[src/rtl/stopwatch_pkg.sv]
// Shared types and constants for the MM:SS stopwatch.
//  - sw_state_e : controller state, encoded IDLE=0, RUN=1, PAUSE=2, DONE=3
//  - bcd_t      : one BCD digit
//  - mmss_t     : four-digit count {min_tens, min_units, sec_tens, sec_units}
//  - SEG_BLANK  : active-low pattern with every segment off
package stopwatch_pkg;

  typedef enum logic [1:0] {
    StIdle  = 2'd0,
    StRun   = 2'd1,
    StPause = 2'd2,
    StDone  = 2'd3
  } sw_state_e;

  typedef logic [3:0] bcd_t;

  typedef struct packed {
    bcd_t min_t;
    bcd_t min_u;
    bcd_t sec_t;
    bcd_t sec_u;
  } mmss_t;

  localparam logic [6:0] SEG_BLANK = 7'h7F;

  function automatic bcd_t bcd_clamp(bcd_t d, bcd_t lim);
    return (d > lim) ? lim : d;
  endfunction

endpackage

[src/rtl/seg7_decoder.sv]
// BCD digit to active-low 7-segment decoder. Non-BCD codes blank the digit.
// Ports:
//  i_bcd   in  4  BCD digit
//  o_seg_n out 7  active-low segments, bit order {g,f,e,d,c,b,a}
module seg7_decoder
  import stopwatch_pkg::*;
(
  input  bcd_t       i_bcd,
  output logic [6:0] o_seg_n
);

  always_comb begin
    o_seg_n = SEG_BLANK;
    case (i_bcd)
      4'd0: o_seg_n = 7'h40;
      4'd1: o_seg_n = 7'h79;
      4'd2: o_seg_n = 7'h24;
      4'd3: o_seg_n = 7'h30;
      4'd4: o_seg_n = 7'h19;
      4'd5: o_seg_n = 7'h12;
      4'd6: o_seg_n = 7'h02;
      4'd7: o_seg_n = 7'h78;
      4'd8: o_seg_n = 7'h00;
      4'd9: o_seg_n = 7'h10;
      default: o_seg_n = SEG_BLANK;
    endcase
  end

endmodule

[src/rtl/stopwatch_bcd_ctrl.sv]
// MM:SS BCD stopwatch / countdown timer with start/stop and clear buttons.
// Counting is driven by a clock-enable tick from an internal prescaler; no derived clocks.
// Optional feature macro: STOPWATCH_LAP_HOLD_EN (lap button freezes the display).
// Ports:
//  clk, rst                 clock, synchronous active-high reset
//  btn_start_stop           rising edge starts / pauses / resumes
//  btn_clear                rising edge returns to IDLE and reloads the count
//  btn_lap                  rising edge toggles display hold (macro builds only)
//  dir_down                 count direction, latched on clear
//  preset_min/sec_bcd       countdown start value, clamped on load
//  digit_bcd                displayed value {min_tens,min_units,sec_tens,sec_units}
//  seg1..seg4               active-low segments, seg1 = sec units .. seg4 = min tens
//  state                    IDLE=0, RUN=1, PAUSE=2, DONE=3
//  led                      toggles on each tick in RUN
//  done_pulse, wrap_pulse   one-cycle event flags
//  lap_active               display hold in effect
module stopwatch_bcd_ctrl
  import stopwatch_pkg::*;
#(
  parameter int unsigned CLK_HZ  = 50_000_000,
  parameter int unsigned TICK_HZ = 1,
  parameter int unsigned MAX_MIN = 59
) (
  input  logic        clk,
  input  logic        rst,
  input  logic        btn_start_stop,
  input  logic        btn_clear,
  input  logic        btn_lap,
  input  logic        dir_down,
  input  logic [7:0]  preset_min_bcd,
  input  logic [7:0]  preset_sec_bcd,
  output logic [15:0] digit_bcd,
  output logic [6:0]  seg1,
  output logic [6:0]  seg2,
  output logic [6:0]  seg3,
  output logic [6:0]  seg4,
  output logic [1:0]  state,
  output logic        led,
  output logic        done_pulse,
  output logic        wrap_pulse,
  output logic        lap_active
);

  localparam int unsigned TickDiv = CLK_HZ / TICK_HZ;
  localparam int unsigned PresW   = $clog2(TickDiv);
  localparam logic [PresW-1:0] PresMax = PresW'(TickDiv - 1);
  localparam bcd_t MaxMinT = bcd_t'(MAX_MIN / 10);
  localparam bcd_t MaxMinU = bcd_t'(MAX_MIN % 10);

  sw_state_e        r_state;
  logic [PresW-1:0] r_presc;
  mmss_t            r_cnt;
  logic             r_dir;
  logic             r_led;
  logic             r_done;
  logic             r_wrap;
  logic             r_start_q;
  logic             r_clear_q;

  logic  w_start;
  logic  w_clear;
  logic  w_tick;
  logic  w_go_done;
  logic  w_up_wrap;
  mmss_t w_up;
  mmss_t w_dn;
  mmss_t w_preset;
  mmss_t w_disp;
  logic [6:0] w_preset_min;

  assign w_start = btn_start_stop & ~r_start_q;
  assign w_clear = btn_clear & ~r_clear_q;
  assign w_tick  = (r_state == StRun) && (r_presc == PresMax);

  // Countdown completion, either by a tick reaching zero or by starting at zero.
  assign w_go_done = ~w_clear & r_dir &
                     (((r_state == StIdle) & w_start & (r_cnt == '0)) |
                      ((r_state == StRun) & ~w_start & w_tick & (w_dn == '0)));

  // Up step with BCD carry; wraps to 00:00 after MAX_MIN:59.
  always_comb begin
    w_up      = r_cnt;
    w_up_wrap = 1'b0;
    if (r_cnt.min_t == MaxMinT && r_cnt.min_u == MaxMinU &&
        r_cnt.sec_t == 4'd5 && r_cnt.sec_u == 4'd9) begin
      w_up      = '0;
      w_up_wrap = 1'b1;
    end else if (r_cnt.sec_u != 4'd9) begin
      w_up.sec_u = r_cnt.sec_u + 4'd1;
    end else begin
      w_up.sec_u = 4'd0;
      if (r_cnt.sec_t != 4'd5) begin
        w_up.sec_t = r_cnt.sec_t + 4'd1;
      end else begin
        w_up.sec_t = 4'd0;
        if (r_cnt.min_u != 4'd9) begin
          w_up.min_u = r_cnt.min_u + 4'd1;
        end else begin
          w_up.min_u = 4'd0;
          w_up.min_t = r_cnt.min_t + 4'd1;
        end
      end
    end
  end

  // Down step with BCD borrow. 00:00 never steps in RUN (DONE is entered first),
  // but underflow wraps to MAX_MIN:59 to keep the value legal.
  always_comb begin
    w_dn = r_cnt;
    if (r_cnt.sec_u != 4'd0) begin
      w_dn.sec_u = r_cnt.sec_u - 4'd1;
    end else begin
      w_dn.sec_u = 4'd9;
      if (r_cnt.sec_t != 4'd0) begin
        w_dn.sec_t = r_cnt.sec_t - 4'd1;
      end else begin
        w_dn.sec_t = 4'd5;
        if (r_cnt.min_u != 4'd0) begin
          w_dn.min_u = r_cnt.min_u - 4'd1;
        end else if (r_cnt.min_t != 4'd0) begin
          w_dn.min_u = 4'd9;
          w_dn.min_t = r_cnt.min_t - 4'd1;
        end else begin
          w_dn.min_t = MaxMinT;
          w_dn.min_u = MaxMinU;
        end
      end
    end
  end

  // Preset clamp: digits first, then the minute value against MAX_MIN.
  always_comb begin
    w_preset.min_t = bcd_clamp(preset_min_bcd[7:4], 4'd9);
    w_preset.min_u = bcd_clamp(preset_min_bcd[3:0], 4'd9);
    w_preset.sec_t = bcd_clamp(preset_sec_bcd[7:4], 4'd5);
    w_preset.sec_u = bcd_clamp(preset_sec_bcd[3:0], 4'd9);
    w_preset_min   = 7'(w_preset.min_t) * 7'd10 + 7'(w_preset.min_u);
    if (w_preset_min > 7'(MAX_MIN)) begin
      w_preset.min_t = MaxMinT;
      w_preset.min_u = MaxMinU;
    end
  end

  // Controller: priority clear > start_stop > tick.
  always_ff @(posedge clk) begin
    if (rst) begin
      r_state   <= StIdle;
      r_presc   <= '0;
      r_cnt     <= '0;
      r_dir     <= 1'b0;
      r_led     <= 1'b0;
      r_done    <= 1'b0;
      r_wrap    <= 1'b0;
      r_start_q <= 1'b1;
      r_clear_q <= 1'b1;
    end else begin
      r_start_q <= btn_start_stop;
      r_clear_q <= btn_clear;
      r_done    <= w_go_done;
      r_wrap    <= 1'b0;
      if (w_clear) begin
        r_state <= StIdle;
        r_presc <= '0;
        r_led   <= 1'b0;
        r_dir   <= dir_down;
        r_cnt   <= dir_down ? w_preset : '0;
      end else begin
        unique case (r_state)
          StIdle: begin
            if (w_start) begin
              r_state <= w_go_done ? StDone : StRun;
              r_presc <= '0;
            end
          end
          StRun: begin
            if (w_start) begin
              r_state <= StPause;
            end else begin
              r_presc <= w_tick ? '0 : r_presc + PresW'(1);
              if (w_tick) begin
                r_led <= ~r_led;
                if (r_dir) begin
                  r_cnt <= w_dn;
                  if (w_go_done) r_state <= StDone;
                end else begin
                  r_cnt  <= w_up;
                  r_wrap <= w_up_wrap;
                end
              end
            end
          end
          StPause: begin
            if (w_start) r_state <= StRun;
          end
          StDone: begin
          end
        endcase
      end
    end
  end

`ifdef STOPWATCH_LAP_HOLD_EN
  logic  r_lap_q;
  logic  r_lap_act;
  mmss_t r_hold;
  logic  w_lap;

  assign w_lap = btn_lap & ~r_lap_q;

  // Hold captures the live count on the setting edge; counting is unaffected.
  always_ff @(posedge clk) begin
    if (rst) begin
      r_lap_q   <= 1'b1;
      r_lap_act <= 1'b0;
      r_hold    <= '0;
    end else begin
      r_lap_q <= btn_lap;
      if (w_clear || w_go_done) begin
        r_lap_act <= 1'b0;
      end else if (w_lap && (r_state == StRun || r_state == StPause)) begin
        r_lap_act <= ~r_lap_act;
        if (!r_lap_act) r_hold <= r_cnt;
      end
    end
  end

  assign w_disp     = r_lap_act ? r_hold : r_cnt;
  assign lap_active = r_lap_act;
`else
  logic w_unused_lap;
  assign w_unused_lap = btn_lap;
  assign w_disp       = r_cnt;
  assign lap_active   = 1'b0;
`endif

  assign digit_bcd  = w_disp;
  assign state      = r_state;
  assign led        = r_led;
  assign done_pulse = r_done;
  assign wrap_pulse = r_wrap;

  seg7_decoder u_seg1 (.i_bcd(w_disp.sec_u), .o_seg_n(seg1));
  seg7_decoder u_seg2 (.i_bcd(w_disp.sec_t), .o_seg_n(seg2));
  seg7_decoder u_seg3 (.i_bcd(w_disp.min_u), .o_seg_n(seg3));
  seg7_decoder u_seg4 (.i_bcd(w_disp.min_t), .o_seg_n(seg4));

endmodule

[config.mk]
export PLATFORM = sky130hd
export DESIGN_NAME = stopwatch_bcd_ctrl
export DESIGN_NICKNAME = d
export VERILOG_FILES = /design/src/rtl/stopwatch_pkg.sv /design/src/rtl/seg7_decoder.sv /design/src/rtl/stopwatch_bcd_ctrl.sv
export SDC_FILE = /design/constraint.sdc
export NUM_CORES = 1
export LEC_CHECK = 0
export BUFFER_PORTS_ARGS = -buffer_cell sky130_fd_sc_hd__buf_2
export CELL_PAD_IN_SITES_DETAIL_PLACEMENT = 1
export CELL_PAD_IN_SITES_GLOBAL_PLACEMENT = 2
export CORE_MARGIN = 1
export CORE_UTILIZATION = 35
export DETAILED_ROUTE_END_ITERATION = 6
export GPL_ROUTABILITY_DRIVEN = 0
export HOLD_SLACK_MARGIN = 0.05
export PLACE_DENSITY = 0.91
export SLEW_MARGIN = 20
export SYNTH_ARGS = -nofsm -noshare
export SYNTH_HDL_FRONTEND = slang
export SYNTH_SLANG_ARGS = --single-unit
[constraint.sdc]
create_clock -name clk -period 5.2 [get_ports clk]
set_input_delay 0.26 -clock clk [delete_from_list [all_inputs] [get_ports clk]]
set_output_delay 0.26 -clock clk [all_outputs]
set_load 0.02 [all_outputs]
==> flow_summary.json, run 1 <==
{
  "p_sw_mw": 0.437,
  "min_period_ps": 4000,
  "antenna_found_initial": 0,
  "first_iter_violations": 196,
  "grt.total_usage": 0.212,
  "fin_nets": 788,
  "cts_hold_buf": 0,
  "cts_resized": 0,
  "p_leak_nw": 2.50,
  "clock.fmax_mhz": 250,
  "setup_ws_ps": 1200,
  "wl_per_cell_um": 18.0,
  "ys_async_sr_fraction": 0,
  "fin_tns_setup_ps": 0,
  "rsz0062_at_grt": "false",
  "arrival_ps": 4220,
  "combPwrFrac": 0.171,
  "ys.flop_type": "dfxtp_1",
  "outcome": "complete, no violations",
  "cts_setup_buffers": 0,
  "power_density_mw_per_mm2": 249,
  "cts-root-buf": "clkbuf_16",
  "drtAntennaViolNets": 0,
  "worst-r2r-setup-slack_ps": 1240,
  "synth.avg_cell_area_sq_um": 8.18,
  "core.rowCount": 45,
  "worstHoldStart": "btn_clear",
  "worst_clock_skew_ps": 7.35,
  "start_util": 0.359,
  "hpwl_um": 12500,
  "drc": 0,
  "die_h_um": 127,
  "n_antenna_cell": 0,
  "yosys-top-cells-count": "dfxtp_1 (78), nor2_1 (71), nand2_1 (48), ha_1 (43), a21oi_1 (38)",
  "synth_area_leaders": "dfxtp_1 (29%), ha_1 (9.9%), nor2_1 (4.9%)",
  "p_seq_frac": 0.406,
  "synth_area_leader_cell": "dfxtp_1",
  "setup_viol": 0,
  "fin_cells": 913,
  "min_to": "r_clear_q$_SDFF_PP1_",
  "grt_pass1_vias": 5396,
  "synth.top_cell.area_share": 0.287,
  "drt-pass1-iter-count": 4,
  "worstPathRequired_ps": 5430,
  "syn2layout_area_growth_pct": 14.8,
  "core_sq_mm": 0.0152,
  "cts_tree": "done",
  "clk_pin_slew_ps": 60,
  "final.period_utilization": 0.769,
  "synth_cells": 666,
  "worstHoldPathCells": 2,
  "worst-r2r-cell-count": 11,
  "max_cap_viol_count": 0,
  "timing_worst_slew_pin_value_ps": 934,
  "htreeDepth": 3,
  "hold_path.class": "input pin to flop",
  "avgViaCountPerCell": 5.75,
  "vias": 5252,
  "drt-total-wl_um": 16400,
  "slew_viol_final": 0,
  "end_kind": "flop",
  "sw_frac_of_total": 0.280,
  "synth-edff-count": 0,
  "rr_startpoint": "digit_bcd[8]$_SDFFE_PP0P_",
  "power.total_mw": 1.56,
  "synth_most_common_cell": "dfxtp_1",
  "io_pins": 72,
  "drive_gt1_frac": 0.178,
  "syn_area_sq_mm": 0.00545,
  "yosysSeqAreaShare": 0.287,
  "pre_cts_slack_ps": 900,
  "final-hold-violation-count": 0,
  "yosysWarnings": 0,
  "die_area_sq_mm": 0.0161,
  "cts_num_sinks": 78,
  "vdd_drop_max_mv": 0.182,
  "dpl_cell_area_sq_mm": 0.00594,
  "grt_overflow": 0,
  "dp.cells": 898,
  "cts_buffers": 9,
  "synth_seq_cells": 78,
  "clk_path_buf_depth": 2,
  "cp-start-kind": "input pin",
  "rr_endpoint": "u_seg4.o_seg_n[0]$_DFF_P_",
  "fp.dieW_um": 127,
  "grt_pass1_wl_um": 27100,
  "final_cell_area_sq_mm": 0.00626,
  "synth.distinct_cells": 91,
  "worstSkewPairLatency_ps": 350,
  "crit_fanout": 6,
  "path_class": "input pin to flop",
  "cell_internal_pwr_mw": 1.12,
  "max_slew_margin": 0.378,
  "clock_power_share": 0.422,
  "io_buffer_count": 69,
  "grt_max_degree": 39
}
## worst max-delay path: stages
cell       delay, ps
buf_2            110
o21ai_0          150
nand2b_1         120
ha_1             200
ha_1             190
fa_1             410
xor2_1           200
a2111oi_0        490
a311o_1          320
o21ai_0          200
o221a_2          310
a21oi_1          260
nor2_1           120
inv_1            150
ha_1             260
o21ai_1          120
or3b_1           350
## cells by family after synthesis
logic type / synth area share
AND/OR/NAND/NOR: 0.261
other: 0.000688
adder cells (fa/ha/maj): 0.106
buffers and inverters: 0.0457
AO/OA/AOI/OAI: 0.243
XOR/XNOR: 0.0305
flip-flops: 0.287
multiplexers: 0.0264
## power groups by stage
stage / logic, mW / registers (mW) / clock network [mW]
6_report: 0.267 / 0.633 / 0.658
5_1_grt: 0.291 / 0.636 / 0.702
4_1_cts: 0.266 / 0.633 / 0.677
3_5_place_dp: 0.264 / 0.646 / 0
3_3_place_gp: 0.255 / 0.645 / 0
2_1_floorplan: 0.166 / 0.664 / 0
## metal layers
| metal | global-route usage | vias to the layer above | part of all wire |
|---|---|---|---|
| met5 | 0 | - | 0 |
| met4 | 0.0868 | 0 | 0.019 |
| met3 | 0.0375 | 23 | 0.040 |
| met2 | 0.376 | 107 | 0.50 |
| met1 | 0.253 | 2559 | 0.44 |
| li1 | - | 2563 | - |
## registers in the layout, indices dropped and copies added, names as in the netlist
signal / count
state: 2
u_seg2.o_seg_n: 7
r_dir: 1
wrap_pulse: 1
digit_bcd: 16
u_seg1.o_seg_n: 7
r_presc: 26
done_pulse: 1
led: 1
r_clear_q: 1
u_seg4.o_seg_n: 7
r_start_q: 1
u_seg3.o_seg_n: 7
## how the worst max path moves through the flow
stage | start | end | slack, ps | cells past startpoint
after global routing | digit_bcd[8]$_SDFFE_PP0P_ | u_seg4.o_seg_n[0]$_DFF_P_ | 950 | 11
after global placement | preset_min_bcd[5] | u_seg4.o_seg_n[3]$_DFF_P_ | 950 | 16
after CTS | digit_bcd[8]$_SDFFE_PP0P_ | u_seg4.o_seg_n[0]$_DFF_P_ | 1250 | 11
final | preset_min_bcd[5] | u_seg4.o_seg_n[3]$_DFF_P_ | 1200 | 17
after detailed placement | preset_min_bcd[5] | u_seg4.o_seg_n[3]$_DFF_P_ | 900 | 16
after floorplan | preset_min_bcd[7] | u_seg4.o_seg_n[3]$_DFF_P_ | 1350 | 16
## through the flow
stage | hold slack [ps] | utilization
after floorplan | 364 | -
after global placement | 476 | 0.391
after detailed placement | 483 | 0.391
after CTS | 118 | 0.411
after global routing | 127 | 0.412
final | 126 | 0.412
## cell type report
| class | count | area [sq um] |
|---|---|---|
| tap | 188 | 235 |
| inverter | 36 | 135 |
| sequential | 78 | 1560 |
| fill | 1854 | 8950 |
| multi-input combinational | 524 | 3650 |
| clock buffer | 13 | 270 |
| clock inverter | 2 | 38.8 |
| timing repair buffer | 72 | 368 |
## cell usage in the layout, fill, tap and decap left out, types with 12 or more instances in the layout
| cell type | instances |
|---|---|
| dfxtp_1 | 78 |
| nor2_1 | 71 |
| buf_2 | 69 |
| nand2_1 | 48 |
| ha_1 | 43 |
| a21oi_1 | 38 |
| inv_1 | 32 |
| o21ai_0 | 30 |
| nor3_1 | 22 |
| nand3_1 | 14 |
| nand4_1 | 14 |
| a211oi_1 | 12 |
(Power assumes the default switching activity.)
==> run 2: changes to the inputs <==
--- a/config.mk
+++ b/config.mk
@@ -9,11 +9,11 @@
 export CELL_PAD_IN_SITES_DETAIL_PLACEMENT = 1
 export CELL_PAD_IN_SITES_GLOBAL_PLACEMENT = 2
 export CORE_MARGIN = 1
-export CORE_UTILIZATION = 35
+export CORE_UTILIZATION = 31
 export DETAILED_ROUTE_END_ITERATION = 6
 export GPL_ROUTABILITY_DRIVEN = 0
 export HOLD_SLACK_MARGIN = 0.05
-export PLACE_DENSITY = 0.91
+export PLACE_DENSITY = 0.86
 export SLEW_MARGIN = 20
 export SYNTH_ARGS = -nofsm -noshare
 export SYNTH_HDL_FRONTEND = slang
==> constraint.sdc (replaced) <==
create_clock -name clk -period 3.3 [get_ports clk]
set_input_delay 0.165 -clock clk [delete_from_list [all_inputs] [get_ports clk]]
set_output_delay 0.165 -clock clk [all_outputs]
set_load 0.02 [all_outputs]
==> flow_summary.json, run 2 (synthesized netlist as in run 1, its figures left out) <==
{
  "power_density_mw_per_mm2": 363,
  "fill_cells": 2078,
  "final_cell_area_sq_mm": 0.00731,
  "start_util": 0.316,
  "dp.cells": 1014,
  "dpl_cell_area_sq_mm": 0.00662,
  "vias": 5838,
  "p_seq_frac": 0.372,
  "grt_overflow": 0,
  "vdd_drop_max_mv": 0.261,
  "final-hold-violation-count": 0,
  "avgViaCountPerCell": 5.58,
  "cp-start-kind": "input pin",
  "htreeDepth": 3,
  "core_sq_mm": 0.0172,
  "wl_per_cell_um": 18.3,
  "cts_tree": "done",
  "top_register": "r_presc",
  "drtAntennaViolNets": 0,
  "layout_common_cells": "buf_4 (95), dfxtp_1 (78), nor2_1 (70), buf_2 (67), nand2_1 (48)",
  "max_cap_viol_count": 0,
  "grt.total_usage": 0.213,
  "io_buffer_count": 69,
  "max_slew_margin": 0.495,
  "drt-total-wl_um": 19100,
  "sw_frac_of_total": 0.284,
  "clk_pin_slew_ps": 60,
  "io_pins": 72,
  "worst_clock_skew_ps": 4.78,
  "final.period_utilization": 0.994,
  "grt_max_degree": 38,
  "cts_buffers": 9,
  "crit_fanout": 4,
  "clock.fmax_mhz": 305,
  "timing.hold.ws_ps": 80.4,
  "end_kind": "flop",
  "setup_ws_ps": 19.6,
  "grt_pass1_vias": 6049,
  "p_leak_nw": 3.00,
  "antenna_found_initial": 0,
  "hpwl_um": 14500,
  "core.rowCount": 48,
  "grt_pass1_wl_um": 30200,
  "drc": 0,
  "cell_internal_pwr_mw": 1.90,
  "fin_tns_setup_ps": 0,
  "die_h_um": 135,
  "syn2layout_area_growth_pct": 34.1,
  "pre_cts_slack_ps": -568,
  "fp.dieW_um": 135,
  "drive_gt1_frac": 0.309,
  "worstPathRequired_ps": 3570,
  "die_area_sq_mm": 0.0181,
  "outcome": "complete, no violations",
  "drt-pass1-iter-count": 5,
  "rsz0062_at_grt": "true",
  "n_antenna_cell": 0,
  "clk_path_buf_depth": 2,
  "cts-root-buf": "clkbuf_16",
  "p_sw_mw": 0.755,
  "largest_register_ffs": 26,
  "hold_path.class": "input pin to flop",
  "fin_nets": 884,
  "worstSkewPairLatency_ps": 350,
  "min_period_ps": 3280,
  "first_iter_violations": 267,
  "setup_viol": 0,
  "power.total_mw": 2.66,
  "path_class": "input pin to flop",
  "timing_worst_slew_pin_value_ps": 755,
  "cts_num_sinks": 78,
  "final_util": 0.424,
  "final_common_cell": "buf_4",
  "clock_power_share": 0.407,
  "combPwrFrac": 0.221,
  "fin_cells": 1046,
  "arrival_ps": 3550,
  "slew_viol_final": 0
}
run 2: changes by cell type in the layout (fill, tap and decap cells not counted), moves of 3 or more:
cell and change:
a211oi_1 -3, buf_6 +5, a21oi_1 -5, buf_4 +92, ha_4 +5, a211oi_2 +3, o21ai_0 -5, o21ai_2 +5
ha_1 -7, a21oi_2 +4
run 2: worst max-delay path: stages:
cell and delay [ps]:
buf_6 90, o21ai_2 110, nand2b_1 90, ha_2 210, ha_4 160, fa_2 440
xnor2_4 180, buf_6 130, a311o_1 380, or2_4 280, and3b_1 190, o21ai_2 180
a21oi_2 80, or2_4 290, ha_4 180, o21ai_2 120, a211oi_2 60, a211oi_2 200
run 2: final cells by class:
cell class	instances	area, sq um	share of cell area
Inverter	36	135	0.0185
Clock inverter	3	68.8	0.00942
Multi-Input combinational cell	524	3900	0.534
Tap cell	225	282	0.0385
Timing Repair Buffer	168	1110	0.153
Clock buffer	12	246	0.0337
Sequential cell	78	1560	0.214
run 2: worst paths after layout:
path / start / end / slack [ps] / depth (start not counted)
hold reg to reg: r_presc[7]$_SDFFE_PP0P_ / r_presc[7]$_SDFFE_PP0P_ / 520 / 2
hold / removal: btn_start_stop / r_start_q$_SDFF_PP1_ / 80 / 2
setup reg to reg: r_presc[8]$_SDFFE_PP0P_ / u_seg4.o_seg_n[1]$_DFF_P_ / 80 / 11
setup / recovery: preset_min_bcd[6] / u_seg3.o_seg_n[4]$_DFF_P_ / 20 / 18
run 2: power by group through the flow:
stage / combinational [mW] / sequential [mW] / clock, mW
finish: 0.588 / 0.987 / 1.08
global route: 0.631 / 0.989 / 1.14
CTS: 0.535 / 0.987 / 1.11
detailed placement: 0.512 / 1.01 / 0
global placement: 0.491 / 1.01 / 0
floorplan: 0.275 / 1.05 / 0
run 2: timing repair:
item,4_1_cts,5_1_grt
pin swaps,5,25
resized for setup,9,37
setup endpoints to repair,9,18
hold buffers,1,0
buffers inserted,4,12
endpoints found under the hold margin,1,0
run 2: layer usage:
layer,routed length (um),vias up,GRT usage
met5,0,-,0
met4,607,0,0.106
met3,666,51,0.0375
met2,9950,150,0.385
met1,7920,2876,0.240
li1,-,2761,-
==> run 3: changes to the inputs <==
==> constraint.sdc (replaced) <==
create_clock -name clk -period 3.3 [get_ports clk]
set_input_delay 0.33 -clock clk [delete_from_list [all_inputs] [get_ports clk]]
set_output_delay 0.33 -clock clk [all_outputs]
set_load 0.02 [all_outputs]
==> flow_summary.json, run 3 (synthesized netlist as in run 1, its figures left out) <==
{
  "antenna_found_initial": 0,
  "clk_path_buf_depth": 2,
  "critPathBufInv": 3,
  "layout_common_cells": "buf_4 (86), dfxtp_1 (78), nor2_1 (68), buf_2 (67), nand2_1 (48)",
  "drt-pass1-iter-count": 4,
  "drt-total-wl_um": 18800,
  "power_density_mw_per_mm2": 367,
  "rr_startpoint": "r_presc[8]$_SDFFE_PP0P_",
  "hpwl_um": 14600,
  "cts-root-buf": "clkbuf_16",
  "slew_viol_final": 0,
  "die_area_sq_mm": 0.0181,
  "core_sq_mm": 0.0172,
  "min_to": "r_clear_q$_SDFF_PP1_",
  "p_leak_nw": 2.95,
  "timing_worst_slew_pin_value_ps": 737,
  "arrival_ps": 3520,
  "start_util": 0.316,
  "io_buffer_count": 69,
  "worst-r2r-cell-count": 13,
  "worst-r2r-setup-slack_ps": 70,
  "die_h_um": 135,
  "htreeDepth": 3,
  "worstSkewPairLatency_ps": 350,
  "max_slew_margin": 0.506,
  "cts_tree": "done",
  "min_period_ps": 3290,
  "grt_max_degree": 23,
  "vdd_drop_max_mv": 0.245,
  "grt_overflow": 0,
  "first_iter_violations": 168,
  "drc": 0,
  "largest_register_ffs": 26,
  "fin_cells": 1035,
  "crit_fanout": 5,
  "cts_hold_buf": 0,
  "wl_per_cell_um": 18.1,
  "final_common_cell": "buf_4",
  "clk_pin_slew_ps": 60,
  "fp.dieW_um": 135,
  "final-hold-violation-count": 0,
  "vias": 5692,
  "cts_num_sinks": 78,
  "grt.total_usage": 0.216,
  "worstPathCellList": "buf_6 -> o21ai_2 -> nand2b_1 -> ha_2 -> ha_4 -> fa_2 -> xnor2_2 -> a211oi_2 -> a311o_2 -> buf_6 -> o211ai_1 -> a311oi_2 -> buf_4 -> ha_4 -> o21ai_1 -> or3b_1",
  "io_pins": 72,
  "avgViaCountPerCell": 5.50,
  "syn2layout_area_growth_pct": 32.9,
  "cts_buffers": 9,
  "drtAntennaViolNets": 0,
  "dp.cells": 1015,
  "crit_start": "preset_min_bcd[6]",
  "cpPeakStageDelay_ps": 390,
  "cp_top_family": "compound AO/OA/AOI/OAI gates",
  "outcome": "complete, no violations",
  "final.period_utilization": 0.996,
  "path_class": "input pin to flop",
  "n_antenna_cell": 0,
  "rr_endpoint": "u_seg4.o_seg_n[6]$_DFF_P_",
  "drive_gt1_frac": 0.319,
  "critPathSlowestCell": "a311o_2",
  "grt_pass1_vias": 6224,
  "power.total_mw": 2.66,
  "worstPathRequired_ps": 3530,
  "grt_pass1_wl_um": 31000,
  "hold_path.class": "input pin to flop",
  "rsz0062_at_grt": "true",
  "worst_clock_skew_ps": 10.1,
  "fin_tns_setup_ps": 0,
  "clock.fmax_mhz": 304,
  "worstHoldStart": "btn_clear",
  "worstHoldPathCells": 2,
  "fin_nets": 873,
  "setup_viol": 0,
  "end_kind": "flop",
  "core.rowCount": 48,
  "top_register": "r_presc",
  "max_cap_viol_count": 0,
  "cp-start-kind": "input pin"
}
## run 3: worst register-to-register path, cell delays in order, from the launching register on
cell      delay [ps]
dfxtp_1          310
or4_4            570
nor4_2           210
or4b_4           610
o21ai_4          290
nor2_1           100
a21oi_2          160
nor2_2            70
buf_4            150
buf_6            110
ha_4             140
nand2b_4         140
nor3_4           170
nor3_2            70
## run 3: report_power, final
part           total, mW  switching [mW]  internal [mW]
combinational      0.572           0.333          0.238
sequential         0.989          0.0161          0.973
clock               1.10           0.418          0.680
total               2.66           0.767           1.89
## run 3: repair_timing
action	in CTS	in global routing
setup buffers	4	2
setup endpoints to repair	14	17
pin swaps	24	12
resized for setup	20	20
## run 3: per-stage QoR
| step | hold slack (ps) | util | worst slack, ps | cell area [sq um] |
|---|---|---|---|---|
| after global placement | 478 | 0.388 | -444 | 6680 |
| final | 193 | 0.420 | 13.2 | 7250 |
| after detailed placement | 493 | 0.388 | -712 | 6680 |
| after CTS | 184 | 0.414 | -0.755 | 7130 |
| after floorplan | 434 | - | 4.84 | 5560 |
| after global routing | 210 | 0.420 | -160 | 7250 |
## run 3: cell type report
| class | instances | area [sq um] |
|---|---|---|
| Multi-Input combinational cell | 524 | 3920 |
| Fill cell | 2068 | 9990 |
| Sequential cell | 78 | 1560 |
| Inverter | 36 | 135 |
| Tap cell | 225 | 282 |
| Timing Repair Buffer | 157 | 1030 |
| Clock inverter | 5 | 83.8 |
| Clock buffer | 10 | 239 |
## run 3: how the worst max path moves through the flow
| stage | endpoint | cells past startpoint |
|---|---|---|
| final | u_seg4.o_seg_n[3]$_DFF_P_ | 16 |
| after detailed placement | u_seg3.o_seg_n[4]$_DFF_P_ | 18 |
| after global placement | u_seg3.o_seg_n[4]$_DFF_P_ | 18 |
| after floorplan | u_seg3.o_seg_n[4]$_DFF_P_ | 17 |
| after global routing | u_seg4.o_seg_n[3]$_DFF_P_ | 18 |
| after CTS | u_seg3.o_seg_n[4]$_DFF_P_ | 19 |
## run 3: per-layer routing
layer / track usage / wire length [um] / vias up
met5: 0 / 0 / -
met4: 0.0924 / 592 / 0
met3: 0.0424 / 580 / 46
met2: 0.401 / 9780 / 93
met1: 0.239 / 7830 / 2826
li1: - / - / 2727
